$ cat src/rtl/nibble_serial_adder_pkg.sv
// -----------------------------------------------------------------------------
// nibble_serial_adder_pkg
//   Shared constants and types for the nibble-serial adder/subtractor.
//   - state_e : controller states (IDLE, ADD, DONE) with fixed encodings.
//   - NIB_W   : width of one slice handled per clock by the nibble adder.
// -----------------------------------------------------------------------------
package nibble_serial_adder_pkg;

  localparam int NIB_W = 4;

  typedef enum logic [1:0] {
    ST_IDLE = 2'd0,
    ST_ADD  = 2'd1,
    ST_DONE = 2'd2
  } state_e;

endpackage : nibble_serial_adder_pkg

$ cat src/rtl/nibble_serial_adder_adder.sv
// -----------------------------------------------------------------------------
// adder
//   4-bit ripple-carry nibble adder, purely combinational.
//   Ports:
//     r1, r2  : 4-bit addends
//     ci      : carry in
//     result  : 4-bit sum
//     carry   : carry out of bit 3
// -----------------------------------------------------------------------------
module adder (
  input  logic [3:0] r1,
  input  logic [3:0] r2,
  input  logic       ci,
  output logic [3:0] result,
  output logic       carry
);

  logic [4:0] c;

  // Explicit ripple chain: c[i] is the carry into bit i.
  always_comb begin
    // NOTE: every combinationally assigned signal gets a value on every path
    // (defaults first), otherwise synthesis infers a latch to hold it.
    c      = '0;
    result = '0;
    c[0]   = ci;
    for (int i = 0; i < 4; i++) begin
      result[i] = r1[i] ^ r2[i] ^ c[i];
      c[i+1]    = (r1[i] & r2[i]) | (c[i] & (r1[i] ^ r2[i]));
    end
  end

  assign carry = c[4];

endmodule : adder

$ cat src/rtl/nibble_serial_adder.sv
// -----------------------------------------------------------------------------
// nibble_serial_adder
//   Multi-cycle WIDTH-bit adder/subtractor. One nibble per clock is pushed
//   through a single 4-bit ripple adder, with the carry registered between
//   nibbles. Operands are latched on an accepted start; the result, carry out
//   and signed overflow are registered when the last nibble completes.
//   Ports:
//     clk, rst_n : clock (rising edge), asynchronous active-low reset
//     start      : request, accepted only in IDLE or DONE
//     op_sub     : 0 = a+b+cin, 1 = a-b (cin ignored)
//     a, b, cin  : operands, latched on accepted start
//     busy       : high while nibbles are being processed
//     done       : one-cycle pulse, result valid
//     sum        : registered result, held until the next completion
//     cout       : carry out of the top bit (for subtract: 1 = no borrow)
//     ovf        : two's-complement overflow
//   WIDTH must be a multiple of 4 and at least 4.
// -----------------------------------------------------------------------------
module nibble_serial_adder
  import nibble_serial_adder_pkg::*;
#(
  parameter int WIDTH = 32
) (
  input  logic             clk,
  input  logic             rst_n,
  input  logic             start,
  input  logic             op_sub,
  input  logic [WIDTH-1:0] a,
  input  logic [WIDTH-1:0] b,
  input  logic             cin,
  output logic             busy,
  output logic             done,
  output logic [WIDTH-1:0] sum,
  output logic             cout,
  output logic             ovf
);

  localparam int NIB   = WIDTH / NIB_W;
  localparam int IDX_W = (NIB > 1) ? $clog2(NIB) : 1;

  state_e           state_q, state_d;
  logic [WIDTH-1:0] a_q, a_d;
  logic [WIDTH-1:0] b_q, b_d;      // effective B: already inverted for subtract
  logic [WIDTH-1:0] acc_q, acc_d;  // nibble results collected so far
  logic [WIDTH-1:0] sum_q, sum_d;
  logic             carry_q, carry_d;
  logic             cout_q, cout_d;
  logic             ovf_q, ovf_d;
  logic [IDX_W-1:0] idx_q, idx_d;

  logic [NIB_W-1:0] nib_a, nib_b, nib_res;
  logic             nib_co;
  logic             last_nib;
  logic             accept;

  // Current slice of the latched operands.
  assign nib_a    = a_q[idx_q*NIB_W +: NIB_W];
  assign nib_b    = b_q[idx_q*NIB_W +: NIB_W];
  assign last_nib = (idx_q == IDX_W'(NIB - 1));

  adder u_adder (
    .result (nib_res),
    .carry  (nib_co),
    .r1     (nib_a),
    .r2     (nib_b),
    .ci     (carry_q)
  );

  always_comb begin
    state_d = state_q;
    a_d     = a_q;
    b_d     = b_q;
    acc_d   = acc_q;
    sum_d   = sum_q;
    carry_d = carry_q;
    cout_d  = cout_q;
    ovf_d   = ovf_q;
    idx_d   = idx_q;
    accept  = 1'b0;

    case (state_q)
      ST_IDLE: begin
        accept = start;
      end

      ST_ADD: begin
        acc_d[idx_q*NIB_W +: NIB_W] = nib_res;
        carry_d = nib_co;
        idx_d   = idx_q + IDX_W'(1);
        if (last_nib) begin
          // acc_d already holds the final nibble, so the result is complete.
          sum_d   = acc_d;
          cout_d  = nib_co;
          ovf_d   = (a_q[WIDTH-1] == b_q[WIDTH-1]) &&
                    (acc_d[WIDTH-1] != a_q[WIDTH-1]);
          idx_d   = '0;
          state_d = ST_DONE;
        end
      end

      ST_DONE: begin
        accept  = start;
        state_d = ST_IDLE;
      end

      default: begin
        state_d = ST_IDLE;
      end
    endcase

    // Subtraction is a + ~b + 1: invert B once here and force the carry-in.
    if (accept) begin
      a_d     = a;
      b_d     = op_sub ? ~b : b;
      carry_d = op_sub | cin;
      idx_d   = '0;
      state_d = ST_ADD;
    end
  end

  // Operand/accumulator registers are reset too: abort-by-reset must leave
  // no stale state visible to the next operation.
  always_ff @(posedge clk or negedge rst_n) begin
    if (!rst_n) begin
      state_q <= ST_IDLE;
      a_q     <= '0;
      b_q     <= '0;
      acc_q   <= '0;
      sum_q   <= '0;
      carry_q <= 1'b0;
      cout_q  <= 1'b0;
      ovf_q   <= 1'b0;
      idx_q   <= '0;
    end else begin
      // NOTE: non-blocking assignments so every flop samples pre-edge values.
      state_q <= state_d;
      a_q     <= a_d;
      b_q     <= b_d;
      acc_q   <= acc_d;
      sum_q   <= sum_d;
      carry_q <= carry_d;
      cout_q  <= cout_d;
      ovf_q   <= ovf_d;
      idx_q   <= idx_d;
    end
  end

  assign busy = (state_q == ST_ADD);
  assign done = (state_q == ST_DONE);
  assign sum  = sum_q;
  assign cout = cout_q;
  assign ovf  = ovf_q;

endmodule : nibble_serial_adder

$ cat config.mk
export PLATFORM = sky130hd
export DESIGN_NAME = nibble_serial_adder
export DESIGN_NICKNAME = d
export VERILOG_FILES = /design/src/rtl/nibble_serial_adder_pkg.sv /design/src/rtl/nibble_serial_adder_adder.sv /design/src/rtl/nibble_serial_adder.sv
export SDC_FILE = /design/constraint.sdc
export NUM_CORES = 1
export LEC_CHECK = 0
export BUFFER_PORTS_ARGS = -buffer_cell sky130_fd_sc_hd__buf_2
export CAP_MARGIN = 20
export CORE_MARGIN = 5
export CORE_UTILIZATION = 50
export CTS_BUF_LIST = sky130_fd_sc_hd__clkbuf_8
export DETAILED_ROUTE_END_ITERATION = 8
export PLACE_DENSITY = 0.8
export SLEW_MARGIN = 20
export SYNTH_ARGS = -nofsm -noshare
export SYNTH_HDL_FRONTEND = slang
export SYNTH_SLANG_ARGS = --single-unit
$ cat constraint.sdc
create_clock -name clk -period 5 [get_ports clk]
set_input_delay 0.75 -clock clk [delete_from_list [all_inputs] [get_ports clk]]
set_output_delay 0.75 -clock clk [all_outputs]
set_load 0.01 [all_outputs]
=== Word level (Yosys, flattened, before mapping) ===
Index checks and enable logic that the tools add are counted.

* Bits in writable memories: 0
* Memories kept: 0
* Flip-flop bits (word level): 136
* Memory bits (read-only): 0
* Latch bits: 0

* Multiply operators: 0
* Bitwise operators: 22
* $lt $le $gt $ge: 0
* Reduce and logical (&&, ||, !) cells: 6
* Muxes and demuxes: 11
* $add $sub $neg: 2
* Shifts and indexed selects: 4
* Divide/modulo/power cells: 0
* Eq/ne operators: 7

{| class="wikitable"
|+ Operators by type and width
! operator !! number
|-
| $shiftx A32 B6 Y4 || 2
|-
| $neg A5 Y34 || 1
|-
| $shift A4 B34 Y32 const A || 1
|-
| $shiftx A4 B34 Y32 || 1
|-
| $bwmux W32 || 1
|-
| $mux W32 || 1
|-
| $not A32 Y32 || 1
|-
| $mux W3 || 3
|-
| $and A1 B1 Y1 || 8
|-
| $xor A1 B1 Y1 || 8
|-
| $or A1 B1 Y1 || 5
|-
| $mux W2 || 2
|-
| $pmux W2 S2 || 1
|-
| $reduce_and A2 Y1 || 2
|-
| $add A3 B1 Y3 const B || 1
|-
| $eq A3 B3 Y1 const B || 1
|-
| $mux W1 || 3
|-
| $ne A3 B1 Y1 const B || 1
|-
| $eq A2 B1 Y1 const B || 1
|-
| $eq A2 B2 Y1 const B || 1
|-
| $logic_not A2 Y1 || 1
|-
| $ne A2 B2 Y1 const B || 1
|-
| $reduce_bool A2 Y1 || 1
|-
| $reduce_or A2 Y1 || 1
|-
| 3 further kinds || 3
|}

=== Logic depth before layout (Yosys ltp) ===
* Word-level depth: 13
* Depth in mapped cells: 15
* Gate-level depth less buffers: 13

=== Modules after synthesis ===
A second synthesis with hierarchy kept.

* Cells, all modules: 551
* Area, all modules: 6475.0 µm²

{| class="wikitable"
|+ By module, submodules not included
! module !! cells each !! area an instance (µm²) !! sequential area each (µm²) !! times used
|-
| nibble_serial_adder || 537 || 6357.3 || 3403.3 || 1
|-
| adder || 14 || 117.6 || 0.0 || 1
|}

=== Worst setup path before layout ===
OpenSTA, ideal clock, no wires.

* Kind: flip-flop to flip-flop
* From: reg idx_q[0]
* To: reg ovf_q (netlist: ovf)
* Period minus slack after synthesis: 3476 ps
* Buffers on the path: 2
* Slack: 1524 ps
* Cell stages (with the launch flop): 15
* Required time: 4931 ps
* Arrival time: 3407 ps
* Cell sequence: dfrtp_1 buf_2 buf_2 mux4_2 mux2i_1 fa_1 inv_1 fa_1 inv_1 fa_1 inv_1 fa_1 mux2i_1 or4_1 nand3_1

* Longest elaborated chain between the ends: 13
* Elaborated cells on any way between the ends: 27
* Classes of those cells: 1 x add/sub; 2 x eq/ne; 4 x shift; 1 x mux; 17 x bitwise; 2 x reduce/logical

{| class="wikitable"
|+ Ends and longest elaborated chain
! item !! RTL line !! text
|-
| from (decl) || nibble_serial_adder.sv:49 || <nowiki>logic [IDX_W-1:0] idx_q, idx_d;</nowiki>
|-
| from (signal assigned) || nibble_serial_adder.sv:144 || <nowiki>idx_q <= idx_d;</nowiki>
|-
| $shiftx A32 B6 Y4 (on tied branches) || nibble_serial_adder.sv:57, nibble_serial_adder.sv:58 ||
|-
| $xor A1 B1 Y1 || nibble_serial_adder_adder.sv:28, nibble_serial_adder_adder.sv:29 ||
|-
| $and A1 B1 Y1 || nibble_serial_adder_adder.sv:29 || <nowiki>c[i+1] = (r1[i] & r2[i]) | (c[i] & (r1[i] ^ r2[i]));</nowiki>
|-
| $or A1 B1 Y1 || nibble_serial_adder_adder.sv:29 ||
|-
| $and A1 B1 Y1 || nibble_serial_adder_adder.sv:29 ||
|-
| $or A1 B1 Y1 || nibble_serial_adder_adder.sv:29 ||
|-
| $and A1 B1 Y1 || nibble_serial_adder_adder.sv:29 ||
|-
| $or A1 B1 Y1 || nibble_serial_adder_adder.sv:29 ||
|-
| $xor A1 B1 Y1 || nibble_serial_adder_adder.sv:28 || <nowiki>result[i] = r1[i] ^ r2[i] ^ c[i];</nowiki>
|-
| $shiftx A4 B34 Y32 || nibble_serial_adder.sv:87 || <nowiki>acc_d[idx_q*NIB_W +: NIB_W] = nib_res;</nowiki>
|-
| $bwmux W32 || nibble_serial_adder.sv:87 ||
|-
| $ne A1 B1 Y1 || nibble_serial_adder.sv:95 || <nowiki>(acc_d[WIDTH-1] != a_q[WIDTH-1]);</nowiki>
|-
| $logic_and A1 B1 Y1 || nibble_serial_adder.sv:94 || <nowiki>ovf_d = (a_q[WIDTH-1] == b_q[WIDTH-1]) &&</nowiki>
|-
| to (signal assigned) || nibble_serial_adder.sv:143 || <nowiki>ovf_q <= ovf_d;</nowiki>
|-
| to (decl) || nibble_serial_adder.sv:48 || <nowiki>logic ovf_q, ovf_d;</nowiki>
|}

Parallel ways exist; a longest one is shown, timed or not.
A chain may end at the register's enable or synchronous reset.

=== Worst setup path after layout ===
* From: reg idx_q[0]
* To: reg sum_q[19] (netlist: sum[19])

* Longest elaborated chain between the ends: 11
* Elaborated cells on any way between the ends: 25
* Classes of those cells: 1 x add/sub; 1 x eq/ne; 4 x shift; 1 x mux; 17 x bitwise; 1 x reduce/logical

{| class="wikitable"
|+ Ends and longest elaborated chain
! item !! RTL line !! text
|-
| $shiftx A32 B6 Y4 (on tied branches) || nibble_serial_adder.sv:57, nibble_serial_adder.sv:58 ||
|-
| $xor A1 B1 Y1 || nibble_serial_adder_adder.sv:28, nibble_serial_adder_adder.sv:29 ||
|-
| $and A1 B1 Y1 || nibble_serial_adder_adder.sv:29 ||
|-
| $or A1 B1 Y1 || nibble_serial_adder_adder.sv:29 ||
|-
| $and A1 B1 Y1 || nibble_serial_adder_adder.sv:29 ||
|-
| $or A1 B1 Y1 || nibble_serial_adder_adder.sv:29 ||
|-
| $and A1 B1 Y1 || nibble_serial_adder_adder.sv:29 ||
|-
| $or A1 B1 Y1 || nibble_serial_adder_adder.sv:29 ||
|-
| $xor A1 B1 Y1 || nibble_serial_adder_adder.sv:28 ||
|-
| $shiftx A4 B34 Y32 || nibble_serial_adder.sv:87 ||
|-
| $bwmux W32 || nibble_serial_adder.sv:87 ||
|-
| to (signal assigned) || nibble_serial_adder.sv:140 || <nowiki>sum_q <= sum_d;</nowiki>
|-
| to (decl) || nibble_serial_adder.sv:45 || <nowiki>logic [WIDTH-1:0] sum_q, sum_d;</nowiki>
|}

Parallel ways exist; a longest one is shown, timed or not.

==> impl_metrics.ini <==
[status]
status = finished, final reports clean

[floorplanning]
start_util_pct = 50.9
die_y_um = 123
die_area_um2 = 15200
core-area_um2 = 12600
die_w_um = 123
rows = 41
ios = 105

[layout]
seq_area_um2 = 3400
antennaDiodeCount = 0
final_net_count = 714
multi_input_area_um2 = 2830
n_fill_cell = 1026
layoutNonFillerInstCount = 821
syn_to_final_growth_pct = 16.0
drive_gt1_share_pct = 34.7

[worst_setup_path]
reg2reg_depth = 13
critPathRequiredTime_ns = 5.37
crit_fanout = 20
slowest_delay_ns = 0.76
critPathTopFamily = adder cells
worstSetupPathType = reg2reg
worstReg2RegEnd = sum[19]
crit_arrival_ns = 4.24
endpoint_kind = register
ff2ff_setup_slack_ns = 1.12
cp_num_buf_inv = 4
start_kind = register
crit_chain = mux4_2, mux2i_1, fa_1, inv_1, fa_1, inv_1, fa_1, inv_1, fa_1, inv_1, nor4_1, mux2i_1, o21ai_0
timing.rr.start = idx_q[0]
crit_slowest_cell = dfrtp_2

[global_route]
grt_pass1_vias = 4573
grt_usage_pct = 19.2
grt_max_degree = 100
grt.overflow.total = 0
grt_pass1_wl_mm = 22.4
antenna_found_initial = 0

[clock_network]
post-cts-setup-buffer-count = 0
cts_resized = 0
clkSlewWorstSetupHoldPaths_ns = 0.07
htree_levels = 4
cts_root_buffer = clkbuf_8
clock-sinks = 136
cts_tree = built
cts_buffers = 17
cts_hold_buffers = 0
cts_buffer_depth = 2
clk_latency_ns = 0.44

[routing]
wl_per_cell_um = 16.6
wirelength_met1_mm = 6.11
num_vias = 4382
ant_nets = 0
drt_iter0_drc = 256
drt_pass1_iterations = 4
viasPerCell = 5.34
route.met3.wl_um = 774
finalWirelength_mm = 13.6
top_layer_used = met4
drc = 0
wl_met2_mm = 6.51

[timing]
setup_tns_ns = 0
hold_viol = 0
layout_min_cycle_time_ns = 3.88
slew_viol_final = 0
maxSlewHeadroom_pct = 35.3
rsz0062_at_grt = false
setup_viol = 0
fin_crit_sh_pct = 77.6
worst_pin_slew_ns = 0.970
max_freq_mhz = 258
skew_ns = 0.00997

[synth]
synth_area_leaders = dfrtp_1 (53%), mux2_2 (9.5%), mux4_2 (5.6%), o21ai_0 (5.5%), nand2_1 (5.1%)
synth_nets = 624
synth_top_area_share_pct = 53.0
synth-seq-cells = 136
synth_flop_cell = dfrtp_1
synth_edf_count = 0
synth_area_um2 = 6430
yosysSeqAreaShare_pct = 53.0
synth-async-reset-ratio_pct = 100
synth_cells = 547
yosysTopAreaCell = dfrtp_1
synth_warnings = 0
avgSynthCellArea_um2 = 11.7
synth_cell_types = 44

[power_and_ir_drop]
peakVddDrop_v = 0.000373
p_leak_nw = 3.51
p_per_area_nw_per_um2 = 730

[placement]
hpwl_mm = 9.58
port_buffers = 104
dp.cells = 790
place.gp.congestion = 0.834

[min_path]
hp-class = in2async

[run]
maxCapViolCount = 0
==> worst max path at each step <==
stage,endpoint,cells after the start,slack [ns],start
global route,sum[27],13,0.73,idx_q[0]
finish,sum[19],13,1.12,idx_q[0]
CTS,sum[19],13,1.11,idx_q[0]
global placement,sum[27],13,1.28,idx_q[0]
detailed placement,sum[19],13,1.13,idx_q[0]
floorplan,ovf,14,1.52,idx_q[0]
==> power by group <==
group	internal [mW]	switching [mW]	total [mW]
clock	0.538	0.409	0.947
combinational	1.10	1.42	2.52
sequential	1.61	0.358	1.97
==> cell families (layout without fill, tap and decap cells) <==
kind of cell	Yosys count	after routing	synth area share, %
mux	105	105	20.8
xor+xnor	32	32	4.36
flops	136	136	53.0
buf+inv	48	150	3.19
fa+ha+maj	8	8	2.03
compound gates	79	79	6.44
simple gates	139	139	10.2
==> registers in the layout, indices dropped and copies added (netlist names) <==
| name | flops |
|---|---|
| cout | 1 |
| sum | 32 |
| a_q | 32 |
| idx_q | 3 |
| carry_q | 1 |
| b_q | 32 |
| ovf | 1 |
| acc_q | 32 |
| state_q | 2 |
==> Yosys cell counts, types with 3 or more instances <==
cell	count
o21ai_0	70
nor2_1	12
xnor2_1	32
mux2_2	54
buf_1	3
clkbuf_1	25
mux2_4	4
inv_1	10
ha_1	4
a21oi_1	3
nand2_1	88
nand2b_1	3
nor4_1	5
buf_2	5
dfrtp_1	136
mux2i_1	31
fa_1	4
or2_2	4
nor3_1	6
mux4_2	16
==> worst reg2reg max path, cell delays in order, from the launching register on <==
cell and delay, ns:
dfrtp_2 0.76, mux4_2 0.60, mux2i_1 0.25, fa_1 0.22, inv_1 0.06, fa_1 0.37
inv_1 0.08, fa_1 0.16, inv_1 0.05, fa_1 0.52, inv_1 0.10, nor4_1 0.35
mux2i_1 0.14, o21ai_0 0.16
==> cell type report <==
class                      count  share of cell area, %
tap                          172                   2.89
inverter                      12                  0.604
multi-input combinational    363                   37.9
sequential                   136                   45.7
clock buffer                  21                   3.88
timing repair buffer         107                   7.37
clock inverter                10                   1.71
==> routing by layer <==
metal  GRT usage [%]  vias up
met5               0        -
li1                -     2065
met2            29.9      130
met1            25.7     2166
met3            5.40       21
met4            6.92        0
==> through the flow <==
step                hold slack [ns]  power (mW)  worst slack, ns  utilization [%]  instance area [um^2]
global placement              0.460        4.37             1.28             55.8                  7040
floorplan                     0.445        3.72             1.52                -                  6430
finish                        0.371        5.44             1.12             59.1                  7460
CTS                           0.387        5.47             1.11             59.1                  7460
global route                  0.424        5.83            0.727             59.1                  7460
detailed placement            0.465        4.49             1.13             55.8                  7040
==> cells in the final DEF (no fill, tap or decap), drive strengths merged <==
cell type	count
or3b	1
bufinv	3
or4	1
a22o	1
nand2	88
mux2	58
nand4	2
or4b	1
clkinvlp	1
clkinv	3
nor3	7
nand3	2
o21ai	70
or2	5
nor2	13
nand2b	4
o31ai	1
nor4b	1
fa	4
inv	15
mux2i	31
ha	4
buf	107
nor2b	2
or2b	1
a21oi	3
clkbuf	21
nor4	7
a32o	1
mux4	16
a221o	1
xnor2	32
dfrtp	136
and2	3
nand4bb	1
a31oi	2
Note: power is estimated with default switching activity, not from simulation.
